File: src/rtl/cache_miss_arbiter.sv
// cache_miss_arbiter
// Arbitrates the single main-memory command/data port between I-cache line
// fills and D-cache fills / single-word write-throughs. It owns one
// transaction at a time and freezes the pipeline while any cache request is
// outstanding.
//
// Build option: ARB_ROUND_ROBIN_EN
//   undefined : fixed priority, D-cache wins over I-cache.
//   defined   : on contention, grant the requester that lost the last grant.
//
// Ports
//   CLK, reset                 clock, synchronous active-high reset
//   ic_req/ic_addr             I-cache fill request (level) and miss address
//   ic_rdata/ic_rvalid/ic_done I-cache fill beats and completion pulse
//   dc_req/dc_we/dc_addr       D-cache request (we=1 write, 0 line fill)
//   dc_wdata/dc_wmask          D-cache write data and byte enables
//   dc_rdata/dc_rvalid/dc_done D-cache fill beats and completion pulse
//   mem_cmd_*                  memory command (valid/ready handshake)
//   mem_wdata/mem_wmask        memory write data and byte enables
//   mem_rdata/mem_rvalid       memory read beats
//   Stall                      pipeline freeze
//   busy                       a transaction is in flight
//
// State  | meaning
// IDLE   | no transaction owned; arbitrate pending requests
// CMD    | command presented, waiting for mem_cmd_ready
// RDATA  | collecting LINE_BEATS read beats for the owner
// DONE   | one-cycle completion pulse to the owner
module cache_miss_arbiter #(
    parameter int LINE_BEATS = 4,
    parameter int ADDR_W     = 32
) (
    input  logic              CLK,
    input  logic              reset,
    input  logic              ic_req,
    input  logic [ADDR_W-1:0] ic_addr,
    output logic [31:0]       ic_rdata,
    output logic              ic_rvalid,
    output logic              ic_done,
    input  logic              dc_req,
    input  logic              dc_we,
    input  logic [ADDR_W-1:0] dc_addr,
    input  logic [31:0]       dc_wdata,
    input  logic [3:0]        dc_wmask,
    output logic [31:0]       dc_rdata,
    output logic              dc_rvalid,
    output logic              dc_done,
    output logic              mem_cmd_valid,
    input  logic              mem_cmd_ready,
    output logic              mem_cmd_we,
    output logic [ADDR_W-1:0] mem_cmd_addr,
    output logic [31:0]       mem_wdata,
    output logic [3:0]        mem_wmask,
    input  logic [31:0]       mem_rdata,
    input  logic              mem_rvalid,
    output logic              Stall,
    output logic              busy
);

    localparam int CW = $clog2(LINE_BEATS);
    localparam int LB = CW + 2;
    localparam logic [CW-1:0]     LAST_BEAT = CW'(LINE_BEATS - 1);
    localparam logic [ADDR_W-1:0] LINE_MASK = ~(ADDR_W'((1 << LB) - 1));
    localparam logic [ADDR_W-1:0] WORD_MASK = ~(ADDR_W'(3));

    typedef enum logic [1:0] {
        S_IDLE  = 2'd0,
        S_CMD   = 2'd1,
        S_RDATA = 2'd2,
        S_DONE  = 2'd3
    } state_t;

    state_t            r_state;
    state_t            w_state_nxt;
    logic              r_owner_dc;
    logic [ADDR_W-1:0] r_addr;
    logic              r_we;
    logic [31:0]       r_wdata;
    logic [3:0]        r_wmask;
    logic [CW-1:0]     r_cnt;

    logic              w_take;
    logic              w_grant_dc;
    logic              w_sel_we;
    logic [ADDR_W-1:0] w_sel_addr;
    logic [ADDR_W-1:0] w_sel_addr_al;

`ifdef ARB_ROUND_ROBIN_EN
    logic r_last_dc;

    // Alternate only under contention; a lone requester always wins.
    always_comb begin
        if (dc_req && ic_req) begin
            w_grant_dc = ~r_last_dc;
        end else begin
            w_grant_dc = dc_req;
        end
    end
`else
    assign w_grant_dc = dc_req;
`endif

    assign w_take        = (r_state == S_IDLE) && (ic_req || dc_req);
    assign w_sel_we      = w_grant_dc & dc_we;
    assign w_sel_addr    = w_grant_dc ? dc_addr : ic_addr;
    // Alignment is applied once at grant so CMD presents a stable address.
    assign w_sel_addr_al = w_sel_we ? (w_sel_addr & WORD_MASK) : (w_sel_addr & LINE_MASK);

    always_ff @(posedge CLK) begin
        if (reset) begin
            r_state    <= S_IDLE;
            r_owner_dc <= 1'b0;
            r_addr     <= '0;
            r_we       <= 1'b0;
            r_wdata    <= '0;
            r_wmask    <= '0;
            r_cnt      <= '0;
`ifdef ARB_ROUND_ROBIN_EN
            r_last_dc  <= 1'b0;
`endif
        end else begin
            r_state <= w_state_nxt;
            if (w_take) begin
                r_owner_dc <= w_grant_dc;
                r_addr     <= w_sel_addr_al;
                r_we       <= w_sel_we;
                r_wdata    <= w_grant_dc ? dc_wdata : 32'h0;
                r_wmask    <= w_grant_dc ? dc_wmask : 4'h0;
`ifdef ARB_ROUND_ROBIN_EN
                r_last_dc  <= w_grant_dc;
`endif
            end
            if (r_state == S_CMD && mem_cmd_ready) begin
                r_cnt <= '0;
            end else if (r_state == S_RDATA && mem_rvalid && r_cnt != LAST_BEAT) begin
                r_cnt <= r_cnt + 1'b1;
            end
        end
    end

    always_comb begin
        w_state_nxt   = r_state;
        mem_cmd_valid = 1'b0;
        mem_cmd_we    = 1'b0;
        mem_cmd_addr  = '0;
        mem_wdata     = '0;
        mem_wmask     = '0;
        ic_rdata      = '0;
        ic_rvalid     = 1'b0;
        ic_done       = 1'b0;
        dc_rdata      = '0;
        dc_rvalid     = 1'b0;
        dc_done       = 1'b0;

        case (r_state)
            S_IDLE: begin
                if (ic_req || dc_req) begin
                    w_state_nxt = S_CMD;
                end
            end
            S_CMD: begin
                mem_cmd_valid = 1'b1;
                mem_cmd_we    = r_we;
                mem_cmd_addr  = r_addr;
                mem_wdata     = r_wdata;
                mem_wmask     = r_wmask;
                if (mem_cmd_ready) begin
                    w_state_nxt = r_we ? S_DONE : S_RDATA;
                end
            end
            S_RDATA: begin
                if (mem_rvalid) begin
                    if (r_owner_dc) begin
                        dc_rvalid = 1'b1;
                        dc_rdata  = mem_rdata;
                    end else begin
                        ic_rvalid = 1'b1;
                        ic_rdata  = mem_rdata;
                    end
                    if (r_cnt == LAST_BEAT) begin
                        w_state_nxt = S_DONE;
                    end
                end
            end
            S_DONE: begin
                ic_done     = ~r_owner_dc;
                dc_done     = r_owner_dc;
                w_state_nxt = S_IDLE;
            end
            default: begin
                w_state_nxt = S_IDLE;
            end
        endcase

        Stall = (ic_req & ~ic_done) | (dc_req & ~dc_done);
        busy  = (r_state != S_IDLE);
    end

endmodule

File: config.mk
export PLATFORM = sky130hd
export DESIGN_NAME = cache_miss_arbiter
export DESIGN_NICKNAME = d
export VERILOG_FILES = /design/src/rtl/cache_miss_arbiter.sv
export SDC_FILE = /design/constraint.sdc
export NUM_CORES = 1
export LEC_CHECK = 0
export CAP_MARGIN = 5
export CORE_MARGIN = 10
export CORE_UTILIZATION = 32
export CTS_CLUSTER_DIAMETER = 30
export DETAILED_ROUTE_END_ITERATION = 7
export GPL_TIMING_DRIVEN = 0
export HOLD_SLACK_MARGIN = 0.12
export PLACE_DENSITY_LB_ADDON = 0.3
export SYNTH_ARGS = -nofsm -noshare
export SYNTH_HDL_FRONTEND = slang
export SYNTH_SLANG_ARGS = --single-unit
File: constraint.sdc
create_clock -name CLK -period 1.5 [get_ports CLK]
set_input_delay 0.15 -clock CLK [delete_from_list [all_inputs] [get_ports CLK]]
set_output_delay 0.15 -clock CLK [all_outputs]
set_load 0.01 [all_outputs]
======== Yosys cells after proc, flatten, opt, wreduce, memory -nomap -nowiden ========
Cells that the tools add are included.
storage, ports and cells
  output and inout port bits .............. 140
  bits of input ports ..................... 139
  register bits ........................... 74
cells by class
  add/sub/neg operators ................... 1
  bitwise operators ....................... 7
  reductions and logical operators ........ 9
  multiplexer cells ....................... 29
  equality and inequality tests ........... 9
operators with widths
  cell                                                    count
  2-to-1 mux 32 bit                                       10
  2-to-1 mux 4 bit                                        3
  2-to-1 mux 1 bit                                        11
  2-to-1 mux 2 bit                                        4
  one-hot mux 2 bit (4 select lines)                      1
  equality test 2 bit (second input constant)             3
  inequality test 2 bit (second input constant)           3
  logical AND 1 bit                                       4
  inequality test 2 x 1 -> 1 bit (second input constant)  2
  AND reduction 4 bit                                     1
  bitwise AND 1 bit                                       3
  inverter 1 bit                                          3
  adder 2 x 1 -> 2 bit (second input constant)            1
  equality test 2 x 1 -> 1 bit (second input constant)    1
  zero test 2 bit                                         1
  nonzero test 2 bit                                      1
  OR reduction 2 bit                                      1
  logical OR 1 bit                                        1
  bitwise OR 1 bit                                        1

======== Depth between registers and ports, before layout ========
  depth after elaboration ................. 5
  gate-level depth with buffers ........... 9
  depth with buffers taken out ............ 6

======== Worst setup path before layout ========
OpenSTA, ideal clock, no wires.
  kind .................................... flip-flop to flip-flop
  from .................................... register r_state[0]
  to ...................................... register r_state[1]
  slack ................................... -0.027 ns
  clock period less this slack ............ 1.527 ns
  arrival time ............................ 1.400 ns
  required time ........................... 1.372 ns
  buffers on the path ..................... 1
  stages on the path, launching flop included .. 8
  setup time .............................. 0.128 ns
  cell sequence ........................... dfxtp_1 -> inv_1 -> ha_1 -> buf_4 -> or3b_1 -> nand4_2 -> mux2i_1 -> nor2_1
between the ends
  cells in the longest elaborated chain, start to end .. 3
  elaborated cells between the ends (all ways) .. 10
  those cells by class .................... 7 x eq/ne; 1 x mux; 2 x reduce/logical
ends and longest elaborated chain
  element                                                                            line  RTL
  start: declaration                                                                 73    state_t r_state;
  start signal: assignment                                                           122   r_state <= w_state_nxt;
  equality test 2 bit, or another cell as far along                                  155   case (r_state)
  inequality test 2 x 1 -> 1 bit (no line) or inequality test 2 bit (tied branches)  n/a
  AND reduction 4 bit (no line)                                                      n/a
Several ways; a longest one is shown, not always the timed one.
A chain may end at the register's enable or synchronous reset.

======== Worst setup path in the final report ========
  from .................................... register r_state[0]
  to ...................................... output dc_rdata[9]
between the ends
  cells in the longest elaborated chain, start to end .. 2
ends and longest elaborated chain
  element              line  RTL
  equality test 2 bit  155
  2-to-1 mux 32 bit    155
  end: declaration     45    output logic [31:0] dc_rdata,
Every way passes these cells.

==> impl_metrics.json <==
{
  "grt_use_total_pct": 20.7,
  "max_slew_margin_pct": 50.0,
  "nets": 963,
  "tightestPinTransition_ns": 0.750,
  "rsz0062_at_grt": "yes",
  "violations": "setup timing",
  "clk_latency_ns": 0.33,
  "yosysTopAreaCell": "dfxtp_1",
  "drive_gt1_share_pct": 47.1,
  "hp-class": "input port to register",
  "synth_cell_type_count": 32,
  "grt_pass1_vias": 5015,
  "peakVddDrop_mv": 0.908,
  "setup-violations-final": 165,
  "min_period_ns": 1.80,
  "yosys.area.top_type_share_pct": 35.8,
  "first_pass_iters": 4,
  "viasPerCell": 4.89,
  "die_h_um": 132,
  "dp_hpwl_mm": 14.4,
  "seqPwrFrac_pct": 26.7,
  "regArea_um2": 1450,
  "first_iter_violations": 188,
  "gp_congestion": 0.842,
  "synth-seq-area-share_pct": 35.8,
  "ys_top_cells_by_area": "dfxtp_1, and2_1, mux2i_1",
  "clkPwrFrac_pct": 19.4,
  "io_buffers": 268,
  "routedWlPerCell_um": 20.2,
  "synthesis.area_um2": 4030,
  "multi_input_area_um2": 2740,
  "wl_mm": 20.0,
  "antenna_found_initial": 0,
  "setup_tns_ns": -32.42,
  "fin_crit_sh_pct": 120,
  "cts_buffers": 9,
  "start_util_pct": 33.1,
  "timing.fmax_mhz": 554,
  "cp.arrival_ns": 1.65,
  "finClkSkew_ns": 0.00626,
  "hold_violations": 0,
  "drv_cap": 0,
  "cellPowerDensity_nw_per_um2": 1210,
  "fin_ws_ns": -0.304,
  "synthToLayoutAreaGrowth_pct": 110,
  "slew_viol_final": 0,
  "vias": 4832,
  "grt_pass1_wl_mm": 29.0,
  "fillCellCount": 932,
  "power.leakage_nw": 3.73,
  "syn_area_per_cell_um2": 8.17,
  "coreArea_um2": 12200,
  "crit_type": "register to primary output",
  "placementRows": 40,
  "design_power_total_w": 0.0102,
  "grt.overflow.total": 0,
  "combinationalPowerShare_pct": 54.0,
  "drc": 0,
  "diodes": 0,
  "clk_path_buf_depth": 2,
  "cts_root_buffer": "clkbuf_16",
  "io_pins": 279,
  "ant_nets": 0,
  "end_kind": "primary output",
  "yosys_warnings": 0,
  "status": "finished, violations left",
  "die_w_um": 132,
  "internal-power_w": 0.00664,
  "p_sw_w": 0.00357,
  "clkSinkCount": 72,
  "ys_ff_latch": 72,
  "utilization_pct": 69.5,
  "htreeDepth": 3,
  "cts_tree": "built",
  "dp_slack_ns": -0.980,
  "grt_max_degree": 14,
  "worstPathRequired_ns": 1.35,
  "path_clk_slew_ns": 0.06,
  "p_sw_share_pct": 34.9,
  "critPathMaxFanout": 8,
  "syn_inst": 493,
  "design.die.area_um2": 17500,
  "startpoint_type": "register"
}
-- final cells by class --
class | count | share of cell area [%]
Sequential cell | 72 | 17.1
Clock buffer | 10 | 2.71
Multi-Input combinational cell | 372 | 32.4
Buffer | 45 | 5.28
Inverter | 4 | 0.266
Tap cell | 168 | 2.49
Clock inverter | 6 | 0.518
Timing Repair Buffer | 312 | 39.2
-- power groups by stage --
stage          clock [W]  combinational [W]  sequential [W]
2_1_floorplan          0            0.00197         0.00261
3_3_place_gp           0            0.00344         0.00265
3_5_place_dp           0            0.00352         0.00268
4_1_cts          0.00200            0.00482         0.00269
5_1_grt          0.00208            0.00587         0.00277
6_report         0.00198            0.00551         0.00272
-- kinds of logic (layout without fill, tap and decap cells) --
family	count (synthesis)	in the layout	synth area share, %
AO/OA/AOI/OAI	74	74	13.6
XOR/XNOR	1	1	0.218
adder cells (fa/ha/maj)	8	8	2.49
buffers and inverters	50	377	6.03
flip-flops	72	72	35.8
multiplexers	30	30	7.46
other	1	2	0.0931
AND/OR/NAND/NOR	257	257	34.3
-- registers in the layout, indices dropped and copies added, names as in the netlist --
signal	count
r_wdata	32
r_addr	30
r_wmask	4
r_cnt	2
r_state	2
r_owner_dc	1
r_we	1
-- per-layer routing --
| layer | routed length, µm | GRT usage [%] |
|---|---|---|
| met1 | 7570 | 21.3 |
| met2 | 10600 | 38.4 |
| met3 | 1610 | 7.77 |
| met4 | 236 | 5.07 |
| met5 | 0 | 0 |
-- cell usage after synthesis --
cell	count
and2_1	131
dfxtp_1	72
nand2_1	42
a21oi_1	41
nand3_1	37
nor2_1	36
mux2i_1	30
clkbuf_1	27
a211oi_2	20
a211oi_1	8
buf_2	8
buf_4	8
ha_1	8
inv_1	3
nand2b_1	3
buf_6	2
nand4_1	2
a21o_1	1
a2bb2oi_1	1
and3_1	1
and4b_1	1
buf_1	1
conb_1	1
inv_2	1
nand3b_1	1
nand4_2	1
nor2b_1	1
o21ai_0	1
o21ai_1	1
o31ai_1	1
or3b_1	1
xor2_1	1
-- placed cells by master, fill, tap and decap left out, types with 2 or more instances in the layout --
cell / netlist / final
buf_6: 2 / 131
clkdlybuf4s50_1: 0 / 130
and2_4: 0 / 117
dfxtp_1: 72 / 70
nand2_1: 42 / 41
a21oi_1: 41 / 41
nand3_1: 37 / 37
nor2_1: 36 / 34
mux2i_1: 30 / 30
buf_4: 8 / 25
a211oi_2: 20 / 23
buf_2: 8 / 19
buf_8: 0 / 18
and2_1: 131 / 14
clkbuf_16: 0 / 14
clkbuf_1: 27 / 12
a211oi_1: 8 / 5
clkbuf_8: 0 / 4
buf_12: 0 / 4
ha_1: 8 / 4
clkinvlp_4: 0 / 4
inv_4: 0 / 3
clkbuf_4: 0 / 3
nand2b_1: 3 / 3
ha_4: 0 / 3
nor2_4: 0 / 2
clkbuf_2: 0 / 2
nand4_1: 2 / 2
conb_1: 1 / 2
bufbuf_16: 0 / 2
clkdlybuf4s15_2: 0 / 2
dfxtp_4: 0 / 2
-- what timing repair did --
action | 4_1_cts | 5_1_grt
buffers inserted | 20 | 11
hold buffers | 0 | 0
gates cloned | 13 | 3
pin swaps | 70 | 44
setup endpoints to repair | 204 | 199
resized for setup | 776 | 176
-- stage by stage --
stage	hold slack, ns	area (µm²)	cells
2_1_floorplan	0.314	4030	494
3_3_place_gp	0.434	6920	930
3_5_place_dp	0.439	6920	930
4_1_cts	0.371	7830	978
5_1_grt	0.403	8460	989
6_report	0.367	8460	989
-- critical path: stages, from the launching register on --
cell and delay (ns):
dfxtp_4 0.37, inv_4 0.06, ha_4 0.15, and3_4 0.30, clkbuf_8 0.18, and2_1 0.13
buf_2 0.14
-- final timing paths --
kind | end | slack (ns) | start | cells after the start
worst min register to register | r_wdata[25] | 0.45 | r_wdata[25] | 2
worst max-delay path | dc_rdata[9] | -0.30 | r_state[0] | 6
worst min-delay path | r_state[0] | 0.37 | reset | 4
worst max register to register | r_state[1] | -0.14 | r_state[0] | 7
Note: power is estimated with default switching activity, not from simulation.
